$ cat src/rtl/button_ctrl.sv
// button_ctrl: synchronises, debounces and edge-detects the three board buttons
// and runs the CPU run/halt/restart FSM that drives nRst.
// Optional feature: define SINGLE_STEP_EN to add the PAUSE / single-step state.
module button_ctrl #(
    parameter int DEBOUNCE_CYCLES = 50000,
    parameter int CNT_W           = 16,
    parameter int RST_PULSE       = 16
) (
    input  logic       cpuClk,
    input  logic       rst,
    input  logic [2:0] button,
    output logic       nRst,
    output logic       halted,
    output logic [2:0] pressPulse,
    output logic       stepStall
);

    localparam int RCW = (RST_PULSE > 1) ? $clog2(RST_PULSE) : 1;
    localparam logic [CNT_W-1:0] DB_MAX = CNT_W'(DEBOUNCE_CYCLES - 1);
    localparam logic [RCW-1:0]   RC_MAX = RCW'(RST_PULSE - 1);

    typedef enum logic [1:0] {
        HALT    = 2'd0,
        RUN     = 2'd1,
        RESTART = 2'd2
`ifdef SINGLE_STEP_EN
        , PAUSE = 2'd3
`endif
    } state_e;

    logic [2:0]       sync1_q, sync2_q;
    logic [2:0]       db_q, db_d;
    logic [2:0]       dbLast_q;
    logic [2:0]       pulse_q;
    logic [CNT_W-1:0] cnt_q [3];
    logic [CNT_W-1:0] cnt_d [3];

    state_e           state_q, state_d;
    logic [RCW-1:0]   rc_q, rc_d;
    logic             nRst_q, halted_q;

    // Two-flop synchroniser; buttons idle high (released)
    always_ff @(posedge cpuClk or posedge rst) begin
        if (rst) begin
            sync1_q <= 3'b111;
            sync2_q <= 3'b111;
        end else begin
            sync1_q <= button;
            sync2_q <= sync1_q;
        end
    end

    // Accept a new level only after it persists for DEBOUNCE_CYCLES samples
    always_comb begin
        db_d = db_q;
        for (int i = 0; i < 3; i++) begin
            cnt_d[i] = '0;
            if (sync2_q[i] != db_q[i]) begin
                if (cnt_q[i] == DB_MAX) begin
                    db_d[i] = sync2_q[i];
                end else begin
                    cnt_d[i] = cnt_q[i] + 1'b1;
                end
            end
        end
    end

    // Debounce state, and a one-cycle pulse the cycle after a 1->0 change
    always_ff @(posedge cpuClk or posedge rst) begin
        if (rst) begin
            db_q     <= 3'b111;
            dbLast_q <= 3'b111;
            pulse_q  <= 3'b000;
            for (int i = 0; i < 3; i++) begin
                cnt_q[i] <= '0;
            end
        end else begin
            db_q     <= db_d;
            dbLast_q <= db_q;
            pulse_q  <= dbLast_q & ~db_q;
            for (int i = 0; i < 3; i++) begin
                cnt_q[i] <= cnt_d[i];
            end
        end
    end

`ifdef SINGLE_STEP_EN
    logic stepGap;
    logic stall_q;
`endif

    // Next state: halt press wins, then run/restart press, then step press
    always_comb begin
        state_d = state_q;
        rc_d    = rc_q;
`ifdef SINGLE_STEP_EN
        stepGap = 1'b0;
`endif
        if (pulse_q[1]) begin
            state_d = HALT;
        end else begin
            case (state_q)
                HALT: begin
                    if (pulse_q[0]) state_d = RUN;
                end
                RUN: begin
                    if (pulse_q[0]) begin
                        state_d = RESTART;
                        rc_d    = '0;
                    end
`ifdef SINGLE_STEP_EN
                    else if (pulse_q[2]) begin
                        state_d = PAUSE;
                    end
`endif
                end
                RESTART: begin
                    if (pulse_q[0]) begin
                        rc_d = '0;
                    end else if (rc_q == RC_MAX) begin
                        state_d = RUN;
                    end else begin
                        rc_d = rc_q + 1'b1;
                    end
                end
`ifdef SINGLE_STEP_EN
                PAUSE: begin
                    if (pulse_q[0]) begin
                        state_d = RUN;
                    end else if (pulse_q[2]) begin
                        stepGap = 1'b1;
                    end
                end
`endif
                default: state_d = HALT;
            endcase
        end
    end

    // State register with outputs registered from the next state
    always_ff @(posedge cpuClk or posedge rst) begin
        if (rst) begin
            state_q  <= HALT;
            rc_q     <= '0;
            nRst_q   <= 1'b0;
            halted_q <= 1'b1;
        end else begin
            state_q  <= state_d;
            rc_q     <= rc_d;
`ifdef SINGLE_STEP_EN
            nRst_q   <= (state_d == RUN) || (state_d == PAUSE);
`else
            nRst_q   <= (state_d == RUN);
`endif
            halted_q <= (state_d == HALT);
        end
    end

`ifdef SINGLE_STEP_EN
    // Stall held in PAUSE except for the single cycle of a step
    always_ff @(posedge cpuClk or posedge rst) begin
        if (rst) begin
            stall_q <= 1'b0;
        end else begin
            stall_q <= (state_d == PAUSE) && !stepGap;
        end
    end

    assign stepStall = stall_q;
`else
    assign stepStall = 1'b0;
`endif

    assign nRst       = nRst_q;
    assign halted     = halted_q;
    assign pressPulse = pulse_q;

endmodule

$ cat config.mk
export PLATFORM = sky130hd
export DESIGN_NAME = button_ctrl
export DESIGN_NICKNAME = d
export VERILOG_FILES = /design/src/rtl/button_ctrl.sv
export SDC_FILE = /design/constraint.sdc
export NUM_CORES = 1
export LEC_CHECK = 0
export BUFFER_PORTS_ARGS = -buffer_cell sky130_fd_sc_hd__buf_4
export CORE_UTILIZATION = 60
export DETAILED_ROUTE_END_ITERATION = 10
export PLACE_DENSITY = 0.77
export SETUP_SLACK_MARGIN = 0.5
export SYNTH_ARGS = -nofsm -noshare
export SYNTH_HDL_FRONTEND = slang
export SYNTH_SLANG_ARGS = --single-unit
$ cat constraint.sdc
create_clock -name cpuClk -period 3.97 [get_ports cpuClk]
set_input_delay 0.5955 -clock cpuClk [delete_from_list [all_inputs] [get_ports cpuClk]]
set_output_delay 0.5955 -clock cpuClk [all_outputs]
set_load 0.01 [all_outputs]
==> results of run 1 <==
==> final timing paths <==
| check | startpoint | endpoint | cells past startpoint |
|---|---|---|---|
| worst min register to register | sync1_q[0]$_DFF_PP1_ | sync2_q[0]$_DFF_PP1_ | 0 |
| worst min-delay path | button[2] | sync1_q[2]$_DFF_PP1_ | 1 |
| max in group asynchronous | rst | dbLast_q[1]$_DFF_PP1_ | 3 |
| min in group asynchronous | rst | cnt_q[24]$_DFF_PP0_ | 2 |
| worst max register to register | state_q[1]$_DFF_PP0_ | nRst$_DFF_PP0_ | 6 |
| worst max-delay path | state_q[1]$_DFF_PP0_ | nRst$_DFF_PP0_ | 6 |
==> cell type report <==
class	count	area (µm²)	area share [%]
sequential	71	1790	48.8
clock inverter	5	78.8	2.15
tap	70	87.6	2.39
multi-input combinational	225	1440	39.3
timing repair buffer	10	75.1	2.04
clock buffer	11	151	4.12
inverter	12	45.0	1.23
==> critical path: stages, from the launching register on <==
cell and delay, ps:
dfrtp_1 440, inv_1 100, ha_1 150, nor2b_1 170, o31ai_1 90, a2111oi_0 830
nor2b_1 100
==> kinds of logic (layout without fill, tap and decap cells) <==
| logic type | count (synthesis) | in the layout | share of synthesized area, % |
|---|---|---|---|
| compound gates | 22 | 22 | 4.28 |
| xor+xnor | 41 | 41 | 10.9 |
| fa+ha+maj | 8 | 8 | 3.03 |
| buf+inv | 17 | 38 | 2.05 |
| flops | 71 | 71 | 54.3 |
| mux | 3 | 3 | 1.02 |
| other cells | 1 | 1 | 0.114 |
| simple gates | 150 | 150 | 24.3 |
==> sequential cells by signal, indices dropped and copies added, names as in the netlist <==
name and flops:
pressPulse 3, nRst 1, db_q 3, sync1_q 3
state_q 2, cnt_q 48, rc_q 4, halted 1
sync2_q 3, dbLast_q 3
==> metrics by stage <==
| stage | power [mW] | hold slack [ps] |
|---|---|---|
| after floorplan | 0.786 | 345 |
| after global placement | 0.798 | 347 |
| after detailed placement | 0.800 | 350 |
| after CTS | 1.46 | 337 |
| after global routing | 1.49 | 321 |
| final | 1.44 | 352 |
==> power by group <==
group / switching (mW) / internal (mW) / leakage [nW]
sequential: 0.00982 / 0.736 / 0.938
combinational: 0.0277 / 0.0114 / 0.470
clock: 0.264 / 0.388 / 0.120
total: 0.301 / 1.14 / 1.53
==> cells in the final DEF, fill, tap and decap left out, types with 2 or more instances in the layout <==
master	n
a21oi_1	8
a31o_2	2
and2_1	3
and3_1	6
and4_1	2
buf_4	10
bufinv_16	2
clkbuf_8	11
clkinv_2	2
dfrtp_1	58
dfstp_2	13
ha_1	8
inv_1	11
mux2_1	3
nand2_1	16
nand3_1	15
nand4_1	15
nand4_2	2
nand4b_1	2
nor2_1	49
nor2b_1	7
nor3_1	11
nor4_1	8
nor4b_1	4
nor4bb_1	6
o21ai_0	3
o21ai_1	2
o31ai_1	2
xnor2_1	28
xor2_1	13
==> metal layers <==
| layer | share of wire (%) | vias up |
|---|---|---|
| met4 | 1.4 | 0 |
| li1 | - | 1129 |
| met1 | 49 | 1103 |
| met5 | 0 | - |
| met3 | 4.2 | 7 |
| met2 | 46 | 36 |
==> key figures, run 1 <==
Global routing
  • GR peak layer: met2
  • Initial antenna violation count: 0
  • GRT overflow: 0
  • First-pass GRT wire length: about 9800 µm
  • Largest net degree at the start of global routing: 41
  • Via count of the first global-routing pass: approximately 2,200
  • GRT Overall Usage: 22.0%
  • Met3 Track Usage GR: approximately 8.3%
  • Met2 Use GR: roughly a third
  • GR Util met1: roughly 29%

Placement
  • Area after DPL: 0.00344 mm²
  • DP HPWL: approximately 3700 µm
  • Cells after DPL: around 390
  • Place WS: between 1500 and 2000 ps
  • RD Place Congestion: 0.798
  • PortBufs: 9

Timing
  • RSZ-0062 raised after global routing: no
  • Fmax: roughly 0.5 GHz
  • Fin crit share: 50.7%
  • Worst slew pin tran: 924 ps
  • Max-slew violation count: 0
  • Clock skew: a little over 6 ps
  • Fin worst setup slack: between 1500 and 2000 ps
  • Setup TNS Final: 0 ps
  • Fin crit period: 2010 ps
  • Setup violations, final: 0
  • Fin. Hold Viols: 0
  • Max-slew headroom: 36.8%

Clock network
  • Clock Path Buffers: 2
  • Post-cts gate resize count: 0
  • CTS hold repair buffers: 0
  • Postcts setup bufs: 0
  • CTS buffer count: 9
  • Worst-path clk slew: 70 ps
  • TritonCTS clock tree: built
  • H-tree lvl count: 3
  • Worst-skew pair later-pin latency: roughly 340 ps
  • Clk root buf: clkbuf_8
  • Clock Sink Count: 71

Route
  • Routed len/inst: ~14 µm
  • Via Count: 2,275
  • Residual DRC: 0
  • Total Wirelength: roughly 5500 µm
  • Initial DRC count: approximately 110
  • 1st-pass router iterations: 4
  • Vias per cell: 5.63
  • Post-route ant nets: 0

Setup path
  • Crit path required time: 4170 ps
  • Register-to-register setup slack: about 2000 ps
  • Crit path DAT: roughly 2200 ps
  • CP Max Fanout: 5
  • CP Class: flop to flop
  • Crit path launch type: flop
  • Critical Path Sink Type: flop

Synthesis
  • Cell variety after synth: 38
  • #FFs+latches synth: approximately 70
  • Ys Warns: 0
  • Syn_area_per_cell: 10.5 µm²
  • Register area share after synthesis: between 50% and 60%
  • Synthesized instance count: between 300 and 400
  • Post-synth EDFFs: 0
  • Post-Syn Nets: between 300 and 400
  • Most common cell in the netlist: dfrtp_1
  • Area contributors post-synth: dfrtp_1 (44%), dfstp_2 (10%), xnor2_1 (7.4%)
  • Synth top cells by count: dfrtp_1 (58), nor2_1 (49), xnor2_1 (28)
  • Asr flop ratio synth: 100%
  • Syn Std Cell Area: 0.00330 mm²
  • Dominant cell type by area after synthesis: dfrtp_1
  • Synth Flop Type: dfrtp_1
  • Synth top area share: 44.0%

Floorplanning
  • DIE WIDTH: roughly 76 µm
  • Initial Util: ~63%
  • Die Y: about 76 µm
  • Core area: 0.00520 mm²
  • # rows: 26
  • I/O pin total: 11
  • Die ar.: between 0.005 and 0.006 mm²

Power
  • PwrDens: ~390 mW/mm²
  • Worst VDD drop: 0.323 mV
  • Lkg Pwr: approximately 1.5 nW

Cells and area
  • Final core occ: a little over two thirds
  • Filler cell count: approximately 400
  • Layout cells sized above 1: a little over an eighth
  • Diode count: 0
  • Finished Cell Area: 0.00367 mm²
  • Layout area overhead: 11.2%
  • Fin cells: 404
  • NumNets Final: approximately 340

Flow run
  • Maximum capacitance violations: 0

Worst hold path
  • Worst hold path type: input pin to flop

Outcome
  • Outcome: finished, final reports clean
Note: power is estimated with default switching activity, not from simulation.
==> run 2, diff against run 1 <==
==> constraint.sdc (replaced) <==
create_clock -name cpuClk -period 2.02 [get_ports cpuClk]
set_input_delay 0.303 -clock cpuClk [delete_from_list [all_inputs] [get_ports cpuClk]]
set_output_delay 0.303 -clock cpuClk [all_outputs]
set_load 0.01 [all_outputs]
==> run 2 against run 1 <==
  * Wire length up 45%
  * Final area up 20%
  * Worst hold slack got worse by 320 ps
  * Largest cell class is now multi-input combinational cells
  * First-iteration DRC count grew 110%
==> key figures, run 2 (same netlist as run 1, synthesis figures left out) <==
Outcome
  • Outcome: finished, final reports clean

Floorplanning
  • # rows: 26
  • DIE WIDTH: between 70 and 80 µm
  • Die ar.: ~0.0058 mm²
  • I/O pin total: 11
  • Core area: around 0.0052 mm²
  • Initial Util: around 63%
  • Die Y: approximately 76 µm

Setup path
  • Crit path DAT: about 1900 ps
  • Crit path launch type: flop
  • Worst-path cell chain: ha_2 > nand3_4 > nand4b_1 > buf_6 > mux2_4
  • Max stage delay on crit path: between 400 and 500 ps
  • Critical Path Sink Type: flop
  • Crit path required time: roughly 2300 ps
  • CP Max Fanout: 7
  • Slowest CP cell: dfrtp_1
  • CP Class: flop to flop

Timing
  • Fin crit period: 1630 ps
  • Max-slew violation count: 0
  • Hold slack: 31.4 ps
  • Max-slew headroom: around three fifths
  • Fmax: slightly above 0.6 GHz
  • Setup TNS Final: 0 ps
  • Fin worst setup slack: 389 ps
  • Fin crit share: 80.8%
  • Clock skew: 7.02 ps
  • RSZ-0062 raised after global routing: yes
  • Setup violations, final: 0
  • Worst slew pin tran: around 600 ps
  • Fin. Hold Viols: 0

Cells and area
  • Commonest cells after routing, fill and taps aside: nor2_1 (49), buf_4 (47), dfrtp_1 (46)
  • Diode count: 0
  • Fin cells: 448
  • Most flops, register: cnt_q
  • Layout area overhead: 34.0%
  • Largest registers: cnt_q: 48 flops, rc_q: 4 flops
  • NumNets Final: just under 400
  • Max reg flops: between 40 and 50
  • Final core occ: between 80% and 90%
  • Finished Cell Area: between 0.004 and 0.005 mm²
  • Layout cells sized above 1: 39.4%
  • Most common cell after layout, fill and taps aside: nor2_1

Clock network
  • Clock Path Buffers: 2
  • TritonCTS clock tree: built
  • Clk root buf: clkbuf_8
  • H-tree lvl count: 3
  • CTS hold repair buffers: 0
  • Clock Sink Count: a little over 70
  • Worst-path clk slew: approximately 80 ps
  • CTS buffer count: 9
  • Worst-skew pair later-pin latency: ~340 ps

Placement
  • Area after DPL: between 0.003 and 0.004 mm²
  • RD Place Congestion: 0.804
  • PortBufs: 9
  • Place WS: 262 ps
  • DP HPWL: roughly 3700 µm
  • Cells after DPL: between 300 and 400

Power
  • PwrDens: ~660 mW/mm²
  • Lkg Pwr: around 1.8 nW
  • Total power draw: approximately 2.9 mW
  • Worst VDD drop: about 0.55 mV

Global routing
  • Via count of the first global-routing pass: roughly 2,400
  • First-pass GRT wire length: roughly 12,000 µm
  • Largest net degree at the start of global routing: 72
  • GRT overflow: 0
  • GRT Overall Usage: between 20% and 30%
  • Initial antenna violation count: 0

Route
  • Initial DRC count: about 240
  • 1st-pass router iterations: 4
  • Post-route ant nets: 0
  • Via Count: between 2,000 and 3,000
  • Vias per cell: 5.83
  • Routed len/inst: 17.7 µm
  • Total Wirelength: 7920 µm
  • Residual DRC: 0

Worst hold path
  • Worst hold path type: input pin to asynchronous set/reset pin

Flow run
  • Maximum capacitance violations: 0
==> run 2: cell types whose count changed in the layout (fill, tap and decap cells not counted), moves of 6 or more <==
cell / before / now
buf_4: 10 / 47
dfrtp_1: 58 / 46
dfrtp_2: 0 / 12
ha_1: 8 / 1
nor4bb_1: 6 / 0
==> run 2: path summary, 6_finish.rpt <==
| kind | start | end | slack (ps) | cells past startpoint |
|---|---|---|---|---|
| worst min register to register | sync1_q[0]$_DFF_PP1_ | sync2_q[0]$_DFF_PP1_ | 360 | 0 |
| worst min-delay path | rst | rc_q[3]$_DFFE_PP0P_ | 30 | 3 |
| max in group asynchronous | rst | db_q[2]$_DFFE_PP1P_ | 1630 | 3 |
| worst max register to register | cnt_q[0]$_DFF_PP0_ | db_q[2]$_DFFE_PP1P_ | 390 | 5 |
| min in group cpuClk | button[1] | sync1_q[1]$_DFF_PP1_ | 70 | 1 |
| worst max-delay path | cnt_q[0]$_DFF_PP0_ | db_q[2]$_DFFE_PP1P_ | 390 | 5 |
==> run 2: layout make-up <==
class / count / area [µm²]
clock buffers: 10 / 128
clock inverters: 6 / 109
fillers: 259 / 781
inverters: 12 / 51.3
multi-input cells: 228 / 1830
flip-flops and latches: 71 / 1810
well taps: 70 / 87.6
repair buffers: 51 / 407
==> run 2: repair_timing <==
action / in CTS / in global routing
cloned: 1 / 2
endpoints found under the setup margin: 53 / 58
resized for setup: 16 / 67
buffers inserted: 18 / 23
pin swaps: 9 / 23
==> run 2: layer usage <==
| metal | routed length, µm | part of all wire, % | vias up | GRT usage [%] |
|---|---|---|---|---|
| li1 | - | - | 1215 | - |
| met4 | 84 | 1.1 | 0 | 10.0 |
| met5 | 0 | 0 | - | 0 |
| met2 | 4080 | 52 | 78 | 39.2 |
| met3 | 367 | 4.6 | 10 | 7.66 |
| met1 | 3380 | 43 | 1307 | 34.8 |
==> run 2: where the power goes <==
| part | switching [mW] | internal [mW] | leakage (nW) |
|---|---|---|---|
| clock | 0.529 | 0.819 | 0.120 |
| combinational | 0.0713 | 0.0432 | 0.749 |
| sequential | 0.0260 | 1.45 | 0.918 |
| total | 0.626 | 2.31 | 1.79 |
==> run 2: critical path: cells and delay by family (launching register included) <==
| kind | cells | cell delay, ps |
|---|---|---|
| muxes | 1 | 300 |
| and+or+nand+nor | 2 | 400 |
| buffers and inverters | 1 | 190 |
| adders and majority gates | 1 | 250 |
| DFF | 1 | 420 |
==> run 3, diff against run 2 <==
--- a/config.mk
+++ b/config.mk
@@ -5,6 +5,7 @@
 export SDC_FILE = /design/constraint.sdc
 export NUM_CORES = 1
 export LEC_CHECK = 0
+export ABC_AREA = 1
 export BUFFER_PORTS_ARGS = -buffer_cell sky130_fd_sc_hd__buf_4
 export CORE_UTILIZATION = 60
 export DETAILED_ROUTE_END_ITERATION = 10
==> constraint.sdc (replaced) <==
create_clock -name cpuClk -period 1.7 [get_ports cpuClk]
set_input_delay 0.255 -clock cpuClk [delete_from_list [all_inputs] [get_ports cpuClk]]
set_output_delay 0.255 -clock cpuClk [all_outputs]
set_load 0.01 [all_outputs]
==> run 3 against run 2 <==
  * Wire length rose by 15%
  * Register-to-register slack got worse by 140 ps
  * Clock skew is 4.8 ps higher
==> key figures, run 3 <==
Outcome
  • Outcome: finished, final reports clean

Cells and area
  • Diode count: 0
  • Most flops, register: cnt_q
  • Layout cells sized above 1: between 30% and 40%
  • Commonest cells after routing, fill and taps aside: nand2_1 (79), nor2_1 (71), inv_1 (53)
  • Fin cells: roughly 620
  • Largest registers: cnt_q: 48 flops, rc_q: 4 flops
  • Layout area overhead: 31.8%
  • Most common cell after layout, fill and taps aside: nand2_1
  • Max reg flops: 48
  • Final core occ: 82.3%
  • NumNets Final: between 500 and 600

Timing
  • Fin crit period: about 1400 ps
  • Max-slew violation count: 0
  • Fin. Hold Viols: 0
  • Fmax: roughly 0.7 GHz
  • Max-slew headroom: around 64%
  • Worst slew pin tran: ~540 ps
  • Setup violations, final: 0
  • Clock skew: 11.8 ps
  • Fin crit share: a little under nine tenths
  • RSZ-0062 raised after global routing: yes
  • Setup TNS Final: 0 ps

Route
  • Residual DRC: 0
  • Post-route ant nets: 0
  • Initial DRC count: between 200 and 300
  • Routed len/inst: 14.8 µm
  • 1st-pass router iterations: 5
  • Total Wirelength: 9130 µm
  • Vias per cell: between 5 and 6
  • Via Count: 3,354

Worst hold path
  • Min-Delay Endpoint: sync1_q[2]$_DFF_PP1_
  • Worst hold path type: input pin to flop
  • Hold Crit Start: button[2]
  • Worst Hold Depth: 1

Power
  • PwrDens: 658 mW/mm²
  • Worst VDD drop: around 0.63 mV
  • Total power draw: 3.21 mW
  • Lkg Pwr: approximately 2.1 nW

Placement
  • RD Place Congestion: around 0.88
  • DP HPWL: slightly above 5000 µm
  • Cells after DPL: around 560
  • PortBufs: 9

Setup path
  • Register-to-register setup slack: ~250 ps
  • Crit path launch type: flop
  • Worst reg2reg path startpoint: cnt_q[0]$_DFF_PP0_
  • Crit path required time: 1940 ps
  • CP Max Fanout: 4
  • CP Class: flop to flop
  • Crit path DAT: 1690 ps
  • Crit Reg-Reg Endpoint: cnt_q[6]$_DFF_PP0_
  • Critical Path Sink Type: flop
  • Worst R2R Path Depth: 5

Synthesis
  • Ys Warns: 0
  • Cell variety after synth: 23
  • Syn_area_per_cell: roughly 7.8 µm²
  • Register area share after synthesis: between 40 and 50%
  • Synthesized instance count: around 470
  • Synth top area share: roughly two fifths
  • Post-synth EDFFs: 0
  • Synth Flop Type: dfrtp_1
  • Most common cell in the netlist: nand2_1
  • Post-Syn Nets: between 400 and 500
  • Area contributors post-synth: dfrtp_1 (39%), nand2_1 (9.7%), nor2_1 (9.6%)
  • Asr flop ratio synth: 100%
  • Dominant cell type by area after synthesis: dfrtp_1
  • Synth top cells by count: nand2_1 (96), nor2_1 (95), inv_1 (65)
  • Syn Std Cell Area: ~0.0037 mm²
  • #FFs+latches synth: 71

Global routing
  • GRT overflow: 0
  • GRT Overall Usage: 28.7%
  • Via count of the first global-routing pass: roughly 3,200
  • Largest net degree at the start of global routing: 31
  • Initial antenna violation count: 0
  • First-pass GRT wire length: 14,000 µm

Floorplanning
  • Die Y: 80.5 µm
  • Initial Util: a little over three fifths
  • DIE WIDTH: around 81 µm
  • Die ar.: approximately 0.0065 mm²
  • # rows: 28
  • I/O pin total: 11
  • Core area: 0.00592 mm²

Clock network
  • Clk root buf: clkbuf_8
  • Worst-path clk slew: around 80 ps
  • TritonCTS clock tree: built
  • Worst-skew pair later-pin latency: approximately 360 ps
  • Clock Sink Count: 71
  • CTS buffer count: 9
  • Clock Path Buffers: 2
  • H-tree lvl count: 3

Flow run
  • Maximum capacitance violations: 0
-- run 3: changes by cell type in the layout (fill, tap and decap cells not counted), moves of 19 or more --
cell,delta
inv_1,+44
nor2_1,+22
nor2_4,+19
nand2_2,+19
xnor2_1,-25
nand2_1,+67
-- run 3: area by class of cell --
type | count | area, µm²
fill | 339 | 1050
inverter | 69 | 278
timing repair buffer | 51 | 449
clock inverter | 6 | 43.8
timing repair inverter | 1 | 5.00
tap | 75 | 93.8
sequential | 71 | 1800
clock buffer | 10 | 138
multi-input combinational | 332 | 2060
-- run 3: kinds of logic (layout without fill, tap and decap cells) --
family,count (synthesis),count (layout),synth area share (%)
fa+ha+maj,8,8,2.71
other cells,1,1,0.101
simple gates,281,281,34.2
xor+xnor,12,12,2.84
flops,71,71,48.5
compound gates,30,30,4.40
buf+inv,70,137,7.21
-- run 3: worst max-delay path by stage --
stage | start | end | slack, ps | depth (start not counted)
6_report | cnt_q[0]$_DFF_PP0_ | cnt_q[6]$_DFF_PP0_ | 250 | 5
5_1_grt | cnt_q[0]$_DFF_PP0_ | cnt_q[14]$_DFF_PP0_ | 190 | 5
4_1_cts | cnt_q[16]$_DFF_PP0_ | cnt_q[20]$_DFF_PP0_ | 370 | 8
3_5_place_dp | state_q[0]$_DFF_PP0_ | rc_q[3]$_DFFE_PP0P_ | 270 | 9
3_3_place_gp | cnt_q[16]$_DFF_PP0_ | cnt_q[24]$_DFF_PP0_ | 330 | 8
2_1_floorplan | state_q[0]$_DFF_PP0_ | rc_q[0]$_DFFE_PP0P_ | 400 | 8
-- run 3: repair_timing --
action | 4_1_cts | 5_1_grt
endpoints found under the setup margin | 49 | 58
gates cloned | 0 | 1
hold buffers | 3 | 0
pin swaps | 26 | 24
hold endpoints to repair | 20 | 0
buffers inserted | 26 | 8
gates resized for setup | 50 | 52
-- run 3: critical path: stages (launching register included) --
cell,delay [ps]
dfrtp_1,440
ha_4,180
nand2_4,70
nor2_1,300
xor2_1,280
nor2_2,70
-- run 3: where the power goes --
part	switching (mW)	internal [mW]
Sequential	0.0286	1.72
Combinational	0.108	0.0775
Clock	0.699	0.575
-- run 3: per-layer routing --
layer | wire (µm) | global-route usage, % | vias up | share of wire [%]
met2 | 4670 | 49.3 | 113 | 51
met4 | 330 | 14.1 | 0 | 3.6
met1 | 3720 | 34.9 | 1607 | 41
met5 | 0 | 0 | - | 0
li1 | - | - | 1602 | -
met3 | 401 | 4.43 | 32 | 4.4
-- run 3: through the flow --
step | setup slack [ps] | instance area, µm² | hold WS [ps]
after floorplan | 395 | 3800 | 259
final | 250 | 4870 | 13.9
after CTS | 374 | 4620 | 3.98
after global routing | 189 | 4870 | 7.07
after global placement | 327 | 4020 | 326
after detailed placement | 273 | 4020 | 330
